## config.mk

```make
export PLATFORM = sky130hd
export DESIGN_NAME = sram_burst_reader
export DESIGN_NICKNAME = d
export VERILOG_FILES = /design/src/rtl/sram_pkg.sv /design/src/rtl/sram_rd_lat_cnt.sv /design/src/rtl/sram_burst_reader.sv
export SDC_FILE = /design/constraint.sdc
export NUM_CORES = 1
export LEC_CHECK = 0
export BUFFER_PORTS_ARGS = -buffer_cell sky130_fd_sc_hd__buf_2
export CAP_MARGIN = 20
export CORE_MARGIN = 5
export CORE_UTILIZATION = 36
export CTS_CLUSTER_DIAMETER = 200
export DETAILED_ROUTE_END_ITERATION = 10
export HOLD_SLACK_MARGIN = 0.15
export PLACE_DENSITY = 0.66
export REMOVE_ABC_BUFFERS = 1
export SLEW_MARGIN = 10
export SYNTH_ARGS = -nofsm -noshare
export SYNTH_HDL_FRONTEND = slang
export SYNTH_HIERARCHICAL = 1
export SYNTH_SLANG_ARGS = --single-unit
```

## constraint.sdc

```tcl
create_clock -name clk -period 3.6 [get_ports clk]
set_clock_uncertainty 0.15 [all_clocks]
set_input_delay 0.72 -clock clk [delete_from_list [all_inputs] [get_ports clk]]
set_output_delay 0.72 -clock clk [all_outputs]
set_load 0.02 [all_outputs]
```

## src/rtl/sram_pkg.sv

```systemverilog
// Shared widths and the reader state encoding for the 256x8 SRAM read-side initiator.
package sram_pkg;
  localparam int ADDR_W    = 8;
  localparam int DATA_W    = 8;
  localparam int MEM_DEPTH = 256;
  localparam int LAT_W     = 3;

  typedef enum logic [2:0] {
    ST_IDLE,
    ST_ADDR,
    ST_WAIT,
    ST_VALID,
    ST_DONE
  } rd_state_e;
endpackage

```

## src/rtl/sram_rd_lat_cnt.sv

```systemverilog
// Read-latency down-counter: load primes it to RD_LAT, expire flags the final wait cycle.
module sram_rd_lat_cnt
  import sram_pkg::*;
#(
  parameter int RD_LAT = 1
) (
  input  logic clk,
  input  logic rst,
  input  logic load,
  output logic expire
);
  logic [LAT_W-1:0] cnt_q, cnt_d;

  always_comb begin
    cnt_d = cnt_q;
    if (load) begin
      cnt_d = LAT_W'(RD_LAT);
    end else if (cnt_q != '0) begin
      cnt_d = cnt_q - 1'b1;
    end
  end

  always_ff @(posedge clk) begin
    if (rst) begin
      cnt_q <= '0;
    end else begin
      cnt_q <= cnt_d;
    end
  end

  assign expire = (cnt_q == '0);
endmodule

```

## src/rtl/sram_burst_reader.sv

```systemverilog
// Burst reader: streams len words from base out of the SRAM over valid/ready, then pulses done.
// Optional running checksum is built only when SRAM_READER_CHECKSUM_EN is defined.
module sram_burst_reader
  import sram_pkg::*;
#(
  parameter int RD_LAT = 1
) (
  input  logic              clk,
  input  logic              rst,
  input  logic              start,
  input  logic [ADDR_W-1:0] base,
  input  logic [ADDR_W-1:0] len,
  output logic [ADDR_W-1:0] mem_address,
  output logic [DATA_W-1:0] mem_in_data,
  output logic              mem_EN,
  input  logic [DATA_W-1:0] mem_out_data,
  output logic [DATA_W-1:0] rd_data,
  output logic              rd_valid,
  input  logic              rd_ready,
  output logic              busy,
  output logic              done,
  output logic [DATA_W-1:0] checksum
);
  rd_state_e         state_q, state_d;
  logic [ADDR_W-1:0] addr_q, addr_d;
  logic [ADDR_W-1:0] len_q, len_d;
  logic [ADDR_W-1:0] cnt_q, cnt_d;
  logic [ADDR_W-1:0] mem_address_q, mem_address_d;
  logic [DATA_W-1:0] rd_data_q, rd_data_d;
  logic              rd_valid_q, rd_valid_d;
  logic              busy_q, busy_d;
  logic              done_q, done_d;
  logic              lat_load, lat_expire;
  logic [ADDR_W-1:0] addr_inc, cnt_inc;

  sram_rd_lat_cnt #(.RD_LAT(RD_LAT)) u_lat_cnt (
    .clk    (clk),
    .rst    (rst),
    .load   (lat_load),
    .expire (lat_expire)
  );

  assign addr_inc = addr_q + 1'b1;
  assign cnt_inc  = cnt_q + 1'b1;

  always_comb begin
    state_d       = state_q;
    addr_d        = addr_q;
    len_d         = len_q;
    cnt_d         = cnt_q;
    mem_address_d = mem_address_q;
    rd_data_d     = rd_data_q;
    rd_valid_d    = rd_valid_q;
    done_d        = 1'b0;
    lat_load      = 1'b0;
    case (state_q)
      ST_IDLE: begin
        if (start) begin
          addr_d = base;
          len_d  = len;
          cnt_d  = '0;
          if (len != '0) begin
            state_d       = ST_ADDR;
            mem_address_d = base;
          end else begin
            state_d = ST_DONE;
            done_d  = 1'b1;
          end
        end
      end
      ST_ADDR: begin
        state_d  = ST_WAIT;
        lat_load = 1'b1;
      end
      ST_WAIT: begin
        if (lat_expire) begin
          rd_data_d  = mem_out_data;
          rd_valid_d = 1'b1;
          state_d    = ST_VALID;
        end
      end
      ST_VALID: begin
        if (rd_ready) begin
          cnt_d      = cnt_inc;
          addr_d     = addr_inc;
          rd_valid_d = 1'b0;
          // The final word leaves mem_address on the last location actually read.
          if (cnt_inc == len_q) begin
            state_d = ST_DONE;
            done_d  = 1'b1;
          end else begin
            state_d       = ST_ADDR;
            mem_address_d = addr_inc;
          end
        end
      end
      ST_DONE: begin
        state_d = ST_IDLE;
      end
      default: begin
        state_d = ST_IDLE;
      end
    endcase
    busy_d = (state_d != ST_IDLE);
  end

  always_ff @(posedge clk) begin
    if (rst) begin
      state_q       <= ST_IDLE;
      addr_q        <= '0;
      len_q         <= '0;
      cnt_q         <= '0;
      mem_address_q <= '0;
      rd_data_q     <= '0;
      rd_valid_q    <= 1'b0;
      busy_q        <= 1'b0;
      done_q        <= 1'b0;
    end else begin
      state_q       <= state_d;
      addr_q        <= addr_d;
      len_q         <= len_d;
      cnt_q         <= cnt_d;
      mem_address_q <= mem_address_d;
      rd_data_q     <= rd_data_d;
      rd_valid_q    <= rd_valid_d;
      busy_q        <= busy_d;
      done_q        <= done_d;
    end
  end

`ifdef SRAM_READER_CHECKSUM_EN
  logic [DATA_W-1:0] csum_q, csum_d;

  always_comb begin
    csum_d = csum_q;
    if (state_q == ST_IDLE && start) begin
      csum_d = '0;
    end else if (state_q == ST_VALID && rd_ready) begin
      csum_d = csum_q + rd_data_q;
    end
  end

  always_ff @(posedge clk) begin
    if (rst) begin
      csum_q <= '0;
    end else begin
      csum_q <= csum_d;
    end
  end

  assign checksum = csum_q;
`else
  assign checksum = '0;
`endif

  assign mem_address = mem_address_q;
  assign mem_in_data = '0;
  assign mem_EN      = 1'b0;
  assign rd_data     = rd_data_q;
  assign rd_valid    = rd_valid_q;
  assign busy        = busy_q;
  assign done        = done_q;
endmodule

```

==> metrics.cfg <==
[run_status]
run_status = complete, no violations

[critical_path]
path_delay_family = simple AND/OR/NAND/NOR gates
end_kind = register
worstPathArrival_ns = 2.86
path_class = register to register
critPathMaxFanout = 10
setup.worst_path.end = mem_address[1]$_SDFFE_PP0P_
slowest_stage = or4b_1
path_cells = nand4_2 -> or3_4 -> a2111oi_4 -> or4b_1 -> a21oi_1 -> a311oi_2
startpoint_type = register
r2r_cells = 6
crit_buf_inv = 0
r2r_slack_ns = 0.76
r2r_end = mem_address[1]$_SDFFE_PP0P_
required_ns = 3.62
cp_slowest_stage_delay_ns = 0.70
worstReg2RegStart = cnt_q[2]$_SDFFE_PP0P_
crit_start = cnt_q[2]$_SDFFE_PP0P_
path_depth = 6

[global_routing]
grt_pass1_wl_mm = 9.41
grt-ovfl-total = 0
grt_pass1_vias = 2031
grt_usage_pct = 13.1
antenna_found_initial = 0
grt_max_degree = 31

[place]
portBuffers = 46
dpl.cell_count = 442
pre_cts_ws_ns = 0.777
gp_congestion = 0.817
dpl.hpwl_mm = 4.24
dpl-instance-area_um2 = 2780

[synth]
yosys-top-cells-count = 54 x nand2_1, 49 x dfxtp_1, 32 x a21oi_1
yosysSeqAreaShare_pct = 38.7
synth-seq-cells = 49
yosys.cell_types.count = 52
async_flop_share_pct = 0
synth_top_area_share_pct = 38.7
netlist_instances = 313
synth_edf_count = 0
yosysMostFrequentCell = nand2_1
yosysTopAreaCell = dfxtp_1
netlist_top_cells_area = dfxtp_1 39%, nand2_1 8.0%, a21oi_1 6.3%
synth-main-ff-cell = dfxtp_1
syn_area_per_cell_um2 = 8.10
yosys_warnings = 6
synth_area_um2 = 2530

[timing]
hold_violations = 0
layout_setup_ws_ns = 0.757
fmax_mhz = 352
rsz0062_at_grt = false
layout_min_cycle_time_ns = 2.84
finalSetupViolations = 0
slew-limit-headroom_pct = 60.8
drv_slew = 0
finalCritPeriodShare_pct = 79.0
holdWs_ns = 0.310
worst_slew_pin_slew_ns = 0.586
finalSetupTns_ns = 0

[floorplanning]
pin_count = 64
die_x_um = 93.9
die_height_um = 93.9
coreArea_um2 = 6830
num_rows = 30
initial_core_util_pct = 37.1
die_area_um2 = 8820

[clock_network]
cts.clk_slew.worst_paths_ns = 0.09
worstSkewPairLatency_ns = 0.30
cts_tree = yes
postCtsHoldBufs = 0
post_cts_buffers = 0
clockBufferDepth = 2
numCtsBuffers = 5
cts.sink_count = 49
cts_root_buf = clkbuf_8
htree_num_levels = 2
cts_resized = 0

[detailed_routing]
detail-route-antenna-nets = 0
num_vias = 2196
wire_per_inst_um = 12.6
wirelength_mm = 5.68
dr.first_iter.drc_count = 108
drc_errors = 0
viasPerCell = 4.88
firstDrtPassIters = 4

[cells_and_area]
stdcell_count = 450
fill_cells = 718
n_antenna_cell = 0
final_area_um2 = 2900
finalNetCount = 385
drive_above_1_share_pct = 19.8
fin_util_pct = 42.4
syn2layout_area_growth_pct = 14.2

[power_and_ir_drop]
power_leakage_nw = 1.18
power_mw = 1.46
power_density_nw_per_um2 = 503
ir_worst_vdd_mv = 0.208

[flow_run]
cap_violations = 0

[min_path]
hp-class = register to register

[state kept, by name (all words and copies together), names as in the netlist]
signal	cells
mem_address	8
busy	1
rd_valid	1
cnt_q	8
len_q	8
u_lat_cnt/cnt_q	3
state_q	3
rd_data	8
addr_q	8
done	1
[layout by cell type, fill, tap and decap left out, types with 8 or more instances in the layout]
| cell type | netlist | routed |
|---|---|---|
| nand3_1 | 16 | 16 |
| nand2_1 | 54 | 54 |
| xor2_1 | 8 | 8 |
| dfxtp_1 | 49 | 49 |
| buf_2 | 1 | 46 |
| o21ai_0 | 20 | 20 |
| nor2_1 | 25 | 25 |
| conb_1 | 1 | 17 |
| a21oi_1 | 32 | 32 |
[tightest hold or removal path: cells and delay by family, from the launching register on]
kind	cells	cell delay, ns
AO/OA/AOI/OAI	1	0.05
flip-flops	1	0.31
AND/OR/NAND/NOR	1	0.05
[power breakdown]
group / total [mW] / internal (mW) / switching, mW / leakage [nW]
Combinational: 0.393 / 0.156 / 0.237 / 0.722
Sequential: 0.653 / 0.605 / 0.0481 / 0.400
Clock: 0.409 / 0.226 / 0.183 / 0.0574
Total: 1.46 / 0.987 / 0.468 / 1.18
[worst min-delay path by stage]
stage	startpoint	to	slack, ns	depth (start not counted)
after CTS	rd_data[4]$_SDFFE_PP0P_	rd_data[4]$_SDFFE_PP0P_	0.31	2
after global routing	rd_data[3]$_SDFFE_PP0P_	rd_data[3]$_SDFFE_PP0P_	0.33	2
after global placement	rd_data[2]$_SDFFE_PP0P_	rd_data[2]$_SDFFE_PP0P_	0.29	2
after detailed placement	rd_data[4]$_SDFFE_PP0P_	rd_data[4]$_SDFFE_PP0P_	0.30	2
final	rd_data[4]$_SDFFE_PP0P_	rd_data[4]$_SDFFE_PP0P_	0.31	2
after floorplan	len_q[3]$_SDFFE_PP0P_	len_q[3]$_SDFFE_PP0P_	0.29	2
[cell families (layout without fill, tap and decap cells)]
family,Yosys count,in the layout,synth area share [%]
and+or+nand+nor,129,129,24.5
AOI/OAI and AO/OA,71,71,18.1
DFF,49,49,38.7
buffers and inverters,36,61,8.19
xor gates and xnor gates,15,15,5.18
muxes,8,8,3.21
adders and majority gates,4,4,1.97
other,1,17,0.148
[final cells by class]
| type | count | area (um^2) | area share (%) |
|---|---|---|---|
| multi-input combinational | 244 | 1410 | 48.6 |
| sequential | 49 | 981 | 33.9 |
| timing repair buffer | 49 | 253 | 8.73 |
| tap | 96 | 120 | 4.15 |
| clock buffer | 6 | 82.6 | 2.85 |
| clock inverter | 2 | 37.5 | 1.30 |
| inverter | 4 | 15.0 | 0.519 |
[routing by layer]
| layer | share of wire [%] | track usage (%) |
|---|---|---|
| met5 | 0 | 0 |
| met3 | 5.2 | 3.04 |
| met1 | 48 | 18.0 |
| met2 | 46 | 21.0 |
| met4 | 0.86 | 3.01 |
(Power assumes the default switching activity.)
